## src/rtl/sobel_pkg.sv

```systemverilog
// rtl/sobel_pkg.sv - shared mode codes, FSM encoding and width helper for the Sobel stream filter
package sobel_pkg;

  localparam logic [1:0] MODE_GX  = 2'b00;
  localparam logic [1:0] MODE_GY  = 2'b01;
  localparam logic [1:0] MODE_ABS = 2'b10;
  localparam logic [1:0] MODE_SAT = 2'b11;

  typedef enum logic [1:0] {
    ST_IDLE  = 2'd0,
    ST_RUN   = 2'd1,
    ST_DRAIN = 2'd2
  } state_t;

  // Gradient magnitude reaches 4*(2^pix_w-1) in either sign, plus the sign bit.
  function automatic int out_width(input int pix_w);
    return pix_w + 3;
  endfunction

endpackage

```

## src/rtl/sobel_line_buffer.sv

```systemverilog
// rtl/sobel_line_buffer.sv - column-addressed ring holding the two previous lines packed per entry
module sobel_line_buffer #(
  parameter int WIDTH = 16,
  parameter int DEPTH = 5,
  parameter int AW    = $clog2(DEPTH)
) (
  input  logic             clk,
  input  logic             we,
  input  logic [AW-1:0]    addr,
  input  logic [WIDTH-1:0] wr_data,
  output logic [WIDTH-1:0] rd_data
);

  logic [WIDTH-1:0] mem [DEPTH];

  // Read is combinational so the old entry is seen in the same cycle it is overwritten.
  assign rd_data = mem[addr];

  always_ff @(posedge clk) begin
    if (we) begin
      mem[addr] <= wr_data;
    end
  end

endmodule

```

## src/rtl/sobel_stream.sv

```systemverilog
// rtl/sobel_stream.sv - streaming 3x3 Sobel filter: counters, FSM, window, two-stage arithmetic
module sobel_stream
  import sobel_pkg::*;
#(
  parameter int PIX_W = 8,
  parameter int IMG_W = 5,
  parameter int IMG_H = 5,
  parameter int OUT_W = out_width(PIX_W)
) (
  input  logic             clk,
  input  logic             rst,
  input  logic [1:0]       mode,
  input  logic             s_valid,
  output logic             s_ready,
  input  logic [PIX_W-1:0] s_data,
  output logic             m_valid,
  input  logic             m_ready,
  output logic [OUT_W-1:0] m_data,
  output logic             m_last,
  output logic             busy
);

  localparam int CW = $clog2(IMG_W);
  localparam int RW = $clog2(IMG_H);
  localparam logic [CW-1:0]    COL_LAST = CW'(IMG_W - 1);
  localparam logic [RW-1:0]    ROW_LAST = RW'(IMG_H - 1);
  localparam logic [OUT_W-1:0] SAT_MAX  = OUT_W'((1 << PIX_W) - 1);

  state_t                    state;
  logic [1:0]                mode_q;
  logic [CW-1:0]             col;
  logic [RW-1:0]             row;
  logic                      en;
  logic                      accept;
  logic                      emit;
  logic                      frame_end;
  logic [2*PIX_W-1:0]        lb_rd;
  logic [2*PIX_W-1:0]        lb_wr;
  logic [PIX_W-1:0]          win [3][3];
  logic [PIX_W-1:0]          nxt [3][3];
  logic signed [OUT_W-1:0]   gx_c;
  logic signed [OUT_W-1:0]   gy_c;
  logic signed [OUT_W-1:0]   gx1;
  logic signed [OUT_W-1:0]   gy1;
  logic                      v1;
  logic                      last1;
  logic [OUT_W-1:0]          abs_x;
  logic [OUT_W-1:0]          abs_y;
  logic [OUT_W-1:0]          abs_sum;
  logic [OUT_W-1:0]          sel;

  assign en        = !m_valid || m_ready;
  assign s_ready   = en && (state != ST_DRAIN);
  assign accept    = s_valid && s_ready;
  assign emit      = (row >= RW'(2)) && (col >= CW'(2));
  assign frame_end = (row == ROW_LAST) && (col == COL_LAST);

  // Each entry is {line r-2, line r-1}; on write the r-1 half ages into the r-2 slot.
  assign lb_wr = {lb_rd[PIX_W-1:0], s_data};

  sobel_line_buffer #(
    .WIDTH (2 * PIX_W),
    .DEPTH (IMG_W),
    .AW    (CW)
  ) u_line_buffer (
    .clk     (clk),
    .we      (accept),
    .addr    (col),
    .wr_data (lb_wr),
    .rd_data (lb_rd)
  );

  function automatic logic signed [OUT_W-1:0] ext(input logic [PIX_W-1:0] p);
    return $signed({{(OUT_W - PIX_W){1'b0}}, p});
  endfunction

  // Next window = current window shifted left with the incoming column on the right.
  always_comb begin
    for (int i = 0; i < 3; i++) begin
      nxt[i][0] = win[i][1];
      nxt[i][1] = win[i][2];
    end
    nxt[0][2] = lb_rd[2*PIX_W-1:PIX_W];
    nxt[1][2] = lb_rd[PIX_W-1:0];
    nxt[2][2] = s_data;
  end

  // Kernel is evaluated on the next window so stage 1 loads on the accepting edge.
  always_comb begin
    gx_c = (ext(nxt[0][2]) + (ext(nxt[1][2]) <<< 1) + ext(nxt[2][2]))
         - (ext(nxt[0][0]) + (ext(nxt[1][0]) <<< 1) + ext(nxt[2][0]));
    gy_c = (ext(nxt[0][0]) + (ext(nxt[0][1]) <<< 1) + ext(nxt[0][2]))
         - (ext(nxt[2][0]) + (ext(nxt[2][1]) <<< 1) + ext(nxt[2][2]));
  end

  always_ff @(posedge clk) begin
    if (accept) begin
      for (int i = 0; i < 3; i++) begin
        for (int j = 0; j < 3; j++) begin
          win[i][j] <= nxt[i][j];
        end
      end
    end
  end

  always_ff @(posedge clk or posedge rst) begin
    if (rst) begin
      v1    <= 1'b0;
      last1 <= 1'b0;
      gx1   <= '0;
      gy1   <= '0;
    end else if (en) begin
      v1    <= accept && emit;
      last1 <= accept && emit && frame_end;
      gx1   <= gx_c;
      gy1   <= gy_c;
    end
  end

  always_comb begin
    abs_x   = gx1[OUT_W-1] ? $unsigned(-gx1) : $unsigned(gx1);
    abs_y   = gy1[OUT_W-1] ? $unsigned(-gy1) : $unsigned(gy1);
    abs_sum = abs_x + abs_y;
    case (mode_q)
      MODE_GX:  sel = $unsigned(gx1);
      MODE_GY:  sel = $unsigned(gy1);
      MODE_ABS: sel = abs_sum;
      default:  sel = (abs_sum > SAT_MAX) ? SAT_MAX : abs_sum;
    endcase
  end

  always_ff @(posedge clk or posedge rst) begin
    if (rst) begin
      m_valid <= 1'b0;
      m_last  <= 1'b0;
      m_data  <= '0;
    end else if (en) begin
      m_valid <= v1;
      m_last  <= last1;
      m_data  <= sel;
    end
  end

  always_ff @(posedge clk or posedge rst) begin
    if (rst) begin
      state  <= ST_IDLE;
      col    <= '0;
      row    <= '0;
      busy   <= 1'b0;
      mode_q <= MODE_GX;
    end else begin
      if (accept) begin
        if (col == COL_LAST) begin
          col <= '0;
          row <= (row == ROW_LAST) ? '0 : row + RW'(1);
        end else begin
          col <= col + CW'(1);
        end
      end
      case (state)
        ST_IDLE: begin
          if (accept) begin
            state  <= ST_RUN;
            mode_q <= mode;
            busy   <= 1'b1;
          end
        end
        ST_RUN: begin
          if (accept && frame_end) begin
            state <= ST_DRAIN;
          end
        end
        ST_DRAIN: begin
          if (m_valid && m_ready && m_last) begin
            state <= ST_IDLE;
            busy  <= 1'b0;
          end
        end
        default: state <= ST_IDLE;
      endcase
    end
  end

endmodule

```

## config.mk

```make
export PLATFORM = sky130hd
export DESIGN_NAME = sobel_stream
export DESIGN_NICKNAME = d
export VERILOG_FILES = /design/src/rtl/sobel_pkg.sv /design/src/rtl/sobel_line_buffer.sv /design/src/rtl/sobel_stream.sv
export SDC_FILE = /design/constraint.sdc
export NUM_CORES = 1
export LEC_CHECK = 0
export CAP_MARGIN = 5
export CORE_ASPECT_RATIO = 1.75
export CORE_UTILIZATION = 50
export DETAILED_ROUTE_END_ITERATION = 6
export PLACE_DENSITY = 0.67
export SYNTH_ARGS = -nofsm -noshare
export SYNTH_HDL_FRONTEND = slang
export SYNTH_SLANG_ARGS = --single-unit
```

## constraint.sdc

```tcl
create_clock -name clk -period 9.7 [get_ports clk]
set_input_delay 0.97 -clock clk [delete_from_list [all_inputs] [get_ports clk]]
set_output_delay 0.97 -clock clk [all_outputs]
set_load 0.02 [all_outputs]
```

# Word-level counts from Yosys, hierarchy flattened

Memory sizes are Yosys's and may differ from the RTL's.
Index checks and enable logic that the tools add are counted.

Add/sub/neg operators: 15
Magnitude comparators: 3
Equal/unequal tests: 10
Mux-type cells: 15
Reductions and logical operators: 18

Operators by type and width:

| operator                                                                          | count |
|---|---|
| 10-bit by 8-bit adder with 11-bit output                                          | 4 |
| 8-bit by 9-bit adder with 10-bit output                                           | 4 |
| 11-bit 2-to-1 mux                                                                 | 3 |
| 11-bit case mux with 3 select lines                                               | 1 |
| 11-bit negation                                                                   | 2 |
| 11-bit subtractor                                                                 | 2 |
| 11-bit adder                                                                      | 1 |
| 11-bit by 8-bit greater-than comparator with 1-bit output (second input constant) | 1 |
| 1-bit logical AND                                                                 | 9 |
| 2-bit != test (second input constant)                                             | 4 |
| 3-bit by 1-bit adder with 3-bit output (second input constant)                    | 2 |
| 3-bit equality test (second input constant)                                       | 2 |
| 3-bit by 2-bit >= comparator with 1-bit output (second input constant)            | 2 |
| 2-bit 2-to-1 mux                                                                  | 3 |
| 3-bit 2-to-1 mux                                                                  | 2 |
| 2-bit case mux with 3 select lines                                                | 1 |
| 3-bit AND reduction                                                               | 2 |
| 2-bit by 1-bit equality test with 1-bit output (second input constant)            | 2 |
| 2-bit equality test (second input constant)                                       | 2 |
| 2-bit logical NOT                                                                 | 2 |
| 1-bit 2-to-1 mux                                                                  | 4 |
| 2-bit AND reduction                                                               | 2 |
| 1-bit case mux with 2 select lines                                                | 1 |
| 2-bit nonzero test                                                                | 1 |
| 2 further kinds                                                                   | 2 |

Register bits: 48
Memory bits (writable): 152
Input port bits: 14
Output and inout bits: 15
Logic and storage cells: 75
Memories kept: 2

Memory list:

| memory            | depth | bits a word | read ports | clocked after Yosys merged registers in | wr ports | RTL line                | RTL |
|---|---|---|---|---|---|---|---|
| u_line_buffer.mem | 5     | 16          | 1          | 0                                       | 1        | sobel_line_buffer.sv:14 | `logic [WIDTH-1:0] mem [DEPTH];` |
| win               | 3     | 24          | 3          | 0                                       | 3        | sobel_stream.sv:39      | `logic [PIX_W-1:0] win [3][3];` |

# Longest topological paths before layout

Gate-level depths: netlist of the first run.

Word-level depth: 7
Mapped depth: 20
Gate-level depth less buffers: 18

# Cells and area by module

From an unflattened synthesis of the first run, not the netlist that was laid out.

Cells, all modules: 818
Area total of the unflattened synthesis: 9998.3 sq um

Modules (own cells, without submodules):

| module            | times used | cells each | area an instance (sq um) | sequential area each (sq um) |
|---|---|---|---|---|
| sobel_stream      | 1          | 655        | 6879.1                   | 2642.5 |
| sobel_line_buffer | 1          | 163        | 3119.2                   | 2402.3 |

# Least setup slack after synthesis of the first run

No wires, ideal clock.

Kind: flip-flop to flip-flop
From: reg col[0]
To: reg gx1[8]
Library setup time: 135 ps
Data arrival time: 4426 ps
Data required time: 9565 ps
Path slack: 5139 ps
Stages on the path, launching flop included: 18
Buffers on the path: 2
Clock period less this slack: 4561 ps
Cell sequence: dfrtp_1 buf_2 buf_2 mux2i_1 nor2_1 a21oi_1 o21a_1 fa_1 fa_1 fa_1 inv_1 ha_1 a21o_1 a21oi_1 o21bai_1 a2111oi_0 o31a_1 o31ai_1

Longest elaborated chain between the ends: 4

Ends and longest elaborated chain:

| what                                     | RTL line            | RTL |
|---|---|---|
| start, declared                          | sobel_stream.sv:31  | `logic [CW-1:0] col;` |
| start signal, assigned                   | sobel_stream.sv:157 | `col <= col + CW'(1);` |
| memory 5 x 16 bit                        | --                  |  |
| 8-bit by 9-bit adder with 10-bit output  | sobel_stream.sv:90  | `gx_c = (ext(nxt[0][2]) + (ext(nxt[1][2]) <<< 1) + ext(nxt[2][2]))` |
| 10-bit by 8-bit adder with 11-bit output | sobel_stream.sv:90  |  |
| 11-bit subtractor                        | sobel_stream.sv:91  | `- (ext(nxt[0][0]) + (ext(nxt[1][0]) <<< 1) + ext(nxt[2][0]));` |
| end signal, assigned                     | sobel_stream.sv:115 | `gx1 <= gx_c;` |
| end, declared                            | sobel_stream.sv:43  | `logic signed [OUT_W-1:0] gx1;` |

No other way between the ends.
A chain may end at the register's enable or synchronous reset.

# Worst setup path in the final report of the first run

From: reg col[1]
To: reg gx1[8]

Same word-level chain as after synthesis.

==> impl_metrics.env, run 1 <==
export IMPL_status="complete, no violations"
export IMPL_synthCells=851
export IMPL_grt_setup_unrepaired="no"
export IMPL_post_cts_setup_buffer_count=0
export IMPL_post_cts_resized=0
export IMPL_path_class="flop to flop"
export IMPL_wl_um=19800
export IMPL_area_growth_pct=10.9
export IMPL_ys_ff_latch=176
export IMPL_synth_most_common_cell="inv_1"
export IMPL_end_kind="flop"
export IMPL_synth_edf_count=128
export IMPL_via_per_inst=5.47
export IMPL_die_y_um=189
export IMPL_wl_per_cell_um=17.4
export IMPL_pin_count=29
export IMPL_highest_layer="met4"
export IMPL_synth_cell_type_count=62
export IMPL_synth_top_cell_area_share_pct=38.3
export IMPL_arrival_ns=6.11
export IMPL_drc=0
export IMPL_initial_core_util_pct=50.9
export IMPL_wl_met1_um=7470
export IMPL_htree_levels=4
export IMPL_firstDrtPassIters=4
export IMPL_grt_pass1_vias=6448
export IMPL_seqCellArea_um2=5040
export IMPL_nNetsFinal=996
export IMPL_setup_violations=0
export IMPL_drv_cap=0
export IMPL_clk_pin_slew_worst_paths_ns=0.07
export IMPL_cts_made_buffers=17
export IMPL_dieArea_um2=20700
export IMPL_synthArstFlopShare_pct=27.3
export IMPL_ys_warn_count=0
export IMPL_grt_usage_pct=20.8
export IMPL_synth_area_top_cells="edfxtp_1, fa_1, dfrtp_1"
export IMPL_cp_start_kind="flop"
export IMPL_timing_final_crit_share_pct=59.9
export IMPL_fin_skew_ns=0.00744
export IMPL_ys_seq_area_share_pct=50.3
export IMPL_tritoncts="built"
export IMPL_setup_tns_final_ns=0
export IMPL_drt_iter0_drc=304
export IMPL_finalCriticalPeriod_ns=5.81
export IMPL_fp_row_count=68
export IMPL_drtAntennaViolNets=0
export IMPL_yosys_top_cells_count="inv_1, edfxtp_1, fa_1"
export IMPL_grt_antenna_before_repair=0
export IMPL_cts_sinks=176
export IMPL_fmax_ghz=0.172
export IMPL_yosysTopAreaCell="edfxtp_1"
export IMPL_n_antenna_cell=0
export IMPL_synth_fp_nets=968
export IMPL_n_fill_cell=1662
export IMPL_grt_pass1_wl_um=31900
export IMPL_via_count=6215
export IMPL_finalHoldViolCount=0
export IMPL_routed_wl_met2_um=11500
export IMPL_min_path_type="flop to flop"
export IMPL_cts_hold_buf=0
export IMPL_clk_latency_ns=0.43
export IMPL_synth_area_per_cell_um2=11.8
export IMPL_grt_max_degree=57
export IMPL_multiInputGateArea_um2=4380
export IMPL_synth_area_um2=10000
export IMPL_tightest_slew_ns=1.06
export IMPL_path_max_fanout=21
export IMPL_route_met3_wl_um=370
export IMPL_dieWidth_um=109
export IMPL_grt_remaining_overflow=0
export IMPL_drive_gt1_share_pct=6.96
export IMPL_synth_flop_cell="edfxtp_1"
export IMPL_io_buffers=28
export IMPL_drv_slew=0
export IMPL_clk_path_buf_depth=2
export IMPL_hpwl_um=14600
export IMPL_cts_root_buf="clkbuf_16"
export IMPL_place_gp_congestion=0.854
export IMPL_fp_coreArea_um2=19700
export IMPL_required_ns=10.00
export IMPL_relSlewSlack_pct=28.8
-- layer usage --
metal  global-route usage, %  vias up
li1                        -     2998
met3                    2.51       34
met2                    40.0       95
met1                    22.1     3088
met4                    8.42        0
met5                       0        -
-- worst paths after layout --
| path | startpoint | to | slack [ns] | depth (start not counted) |
|---|---|---|---|---|
| worst max-delay path | col[1] | gx1[8] | 3.89 | 16 |
| worst min-delay path | win[1][3] | win[1][11] | 0.42 | 0 |
| worst max register to register | col[1] | gx1[8] | 3.89 | 16 |
| worst min register to register | win[1][3] | win[1][11] | 0.42 | 0 |
| max in group asynchronous | rst | gy1[2] | 7.92 | 2 |
| min in group asynchronous | rst | mode_q[1] | 1.12 | 2 |
-- cell families (layout without fill, tap and decap cells) --
logic type	after synthesis	in the layout	synth area share, %
AO/OA/AOI/OAI	181	181	11.7
XOR/XNOR	32	32	2.79
adder cells (fa/ha/maj)	103	103	17.5
buffers and inverters	170	210	6.42
flip-flops	176	176	50.3
multiplexers	28	28	3.17
AND/OR/NAND/NOR	161	161	8.14
-- placed cells by master, fill, tap and decap left out, types with 16 or more instances in the layout --
cell and instances:
a22oi_1 16, ha_1 40, a21oi_1 42, nor2_1 43, xnor2_1 24, o21ai_0 41, fa_1 63, nand2_1 50
inv_1 139, clkbuf_16 17, mux2i_1 19, dfrtp_1 48, clkdlybuf4s50_1 28, o21a_1 17, edfxtp_1 128
-- critical path: stages, from the launching register on --
cell       delay, ns
dfrtp_1         0.88
inv_1           0.28
nor3_2          0.56
buf_4           0.28
a22oi_1         0.09
o21a_1          0.18
fa_1            0.53
fa_1            0.44
fa_1            0.55
inv_1           0.07
ha_1            0.29
a21o_1          0.15
a21oi_1         0.21
o21bai_1        0.18
a2111oi_0       0.69
o31a_1          0.23
o31ai_1         0.07
-- registers in the layout, summed over array words and instances (netlist names), 2 cells and up --
name and cells:
col 3, gx1 11, gy1 11, m_data 11, mode_q 2, row 3, state 2, u_line_buffer.mem 80
win 48
-- cell type report --
type	count	share of cell area (%)
clock buffers	20	3.92
repair buffers	38	3.19
flip-flops and latches	176	45.3
well taps	245	2.75
inverters	141	4.75
multi-input cells	505	39.3
clock inverters	11	0.742
-- stage by stage --
step	instance area [um^2]	hold slack [ns]	util [%]	instances	worst slack (ns)
CTS	11100	0.422	56.4	1136	3.85
floorplan	10000	0.400	-	851	5.14
global placement	10600	0.401	53.8	1105	4.04
finish	11100	0.423	56.4	1136	3.89
global route	11100	0.429	56.4	1136	3.45
detailed placement	10600	0.407	53.8	1105	3.85
Power of run 1 is left out: the tool's default activity adds up to more than one toggle a clock period on the data nets, which glitch-free logic cannot reach.
==> run 2: changes to the inputs <==
PLACE_DENSITY = 0.69   (was 0.67)
clock period = 5 ns   (was 9.7 ns; I/O delays follow)
==> impl_metrics.env, run 2 (synthesized netlist as in run 1, its figures left out) <==
export IMPL_path_class="flop to flop"
export IMPL_firstDrtPassIters=6
export IMPL_via_per_inst=5.49
export IMPL_grt_antenna_before_repair=0
export IMPL_io_buffers=28
export IMPL_wl_per_cell_um=17.1
export IMPL_clk_pin_slew_worst_paths_ns=0.06
export IMPL_n_fill_cell=1671
export IMPL_tightest_slew_ns=0.922
export IMPL_tritoncts="built"
export IMPL_cts_made_buffers=17
export IMPL_clk_latency_ns=0.43
export IMPL_finalCriticalPeriod_ns=4.71
export IMPL_drv_slew=0
export IMPL_grt_max_degree=51
export IMPL_min_path_type="flop to flop"
export IMPL_status="complete, no violations"
export IMPL_setup_violations=0
export IMPL_grt_remaining_overflow=0
export IMPL_reg_top3="u_line_buffer.mem: 80 flops, win: 48 flops"
export IMPL_drc=0
export IMPL_drt_iter0_drc=242
export IMPL_arrival_ns=5.01
export IMPL_grt_setup_unrepaired="no"
export IMPL_htree_levels=4
export IMPL_cp_start_kind="flop"
export IMPL_initial_core_util_pct=50.9
export IMPL_pin_count=29
export IMPL_drtAntennaViolNets=0
export IMPL_route_met3_wl_um=309
export IMPL_worstHoldPathCells=0
export IMPL_slowest_delay_ns=0.61
export IMPL_timing_rr_start="col[0]"
export IMPL_fmax_ghz=0.212
export IMPL_post_cts_setup_buffer_count=0
export IMPL_highest_layer="met4"
export IMPL_drv_cap=0
export IMPL_clk_path_buf_depth=2
export IMPL_slowest_stage="a2111oi_0"
export IMPL_largest_register_ffs=80
export IMPL_timing_final_crit_share_pct=94.3
export IMPL_wl_met1_um=7450
export IMPL_dieArea_um2=20700
export IMPL_mostFrequentLayoutCell="inv_1"
export IMPL_reg2reg_depth=16
export IMPL_finalHoldViolCount=0
export IMPL_path_common_cell="fa_1"
export IMPL_n_antenna_cell=0
export IMPL_nNetsFinal=1001
export IMPL_via_count=6275
export IMPL_fp_coreArea_um2=19700
export IMPL_place_gp_congestion=0.826
export IMPL_fp_row_count=68
export IMPL_path_cells="buf_4 -> mux2i_1 -> nor2_1 -> a21oi_1 -> o21a_1 -> fa_1 -> fa_1 -> fa_1 -> inv_1 -> ha_1 -> a21o_1 -> a21oi_1 -> o21bai_1 -> a2111oi_0 -> o31a_1 -> o31ai_1"
export IMPL_drive_gt1_share_pct=7.25
export IMPL_wl_um=19500
export IMPL_die_y_um=189
export IMPL_crit_path_start="col[0]"
export IMPL_setup_tns_final_ns=0
export IMPL_required_ns=5.29
export IMPL_dieWidth_um=109
export IMPL_grt_usage_pct=20.5
export IMPL_grt_pass1_vias=6529
export IMPL_relSlewSlack_pct=37.9
export IMPL_hold_start="win[1][0]"
export IMPL_grt_pass1_wl_um=31600
export IMPL_reg2reg_slack_ns=0.29
export IMPL_routed_wl_met2_um=11200
export IMPL_fin_skew_ns=0.00586
export IMPL_end_kind="flop"
export IMPL_final_cell_mix="inv_1, edfxtp_1, fa_1"
export IMPL_path_max_fanout=11
export IMPL_cts_root_buf="clkbuf_16"
export IMPL_cts_sinks=176
export IMPL_hpwl_um=14400
export IMPL_area_growth_pct=11.6
export IMPL_regMostFlops="u_line_buffer.mem"
[run 2: cell type report]
type	instances	area, um^2	share of cell area [%]
repair buffers	43	393	3.51
inverters	141	529	4.72
well taps	245	307	2.74
multi-input cells	505	4380	39.1
clock buffers	21	440	3.93
flip-flops and latches	176	5040	45.0
clock inverters	11	114	1.02
[run 2: repair_timing]
action,4_1_cts,5_1_grt
resized for setup,0,1
hold buffers,0,0
setup endpoints to repair,0,1
[run 2: routing by layer]
metal | up-vias | global-route usage (%)
met5 | - | 0
li1 | 3014 | -
met3 | 40 | 2.96
met1 | 3142 | 21.3
met2 | 79 | 39.2
met4 | 0 | 9.25
[run 2: through the flow]
| step | instances | instance area [um^2] | hold slack (ns) | setup WS, ns | utilization (%) |
|---|---|---|---|---|---|
| 4_1_cts | 1142 | 11200 | 0.416 | 0.241 | 56.8 |
| 3_3_place_gp | 1110 | 10700 | 0.402 | 0.307 | 54.0 |
| 2_1_floorplan | 851 | 10000 | 0.400 | 0.439 | - |
| 3_5_place_dp | 1110 | 10700 | 0.405 | 0.214 | 54.0 |
| 5_1_grt | 1142 | 11200 | 0.431 | 0.00732 | 56.8 |
| 6_report | 1142 | 11200 | 0.418 | 0.286 | 56.8 |
[run 2: path summary, 6_finish.rpt]
kind	end
setup / recovery	gx1[8]
hold / removal	win[1][8]
setup reg to reg	gx1[8]
hold reg to reg	win[1][8]
max in group asynchronous	gx1[3]
min in group asynchronous	mode_q[1]
[run 2: worst max-delay path, delay by kind of cell (launching register included)]
family	cells	cell delay, ns
mux	1	0.22
simple gates	1	0.06
flops	1	0.38
fa+ha+maj	4	1.77
compound gates	8	1.82
buf+inv	2	0.32
Power of run 2 is left out for the same reason.
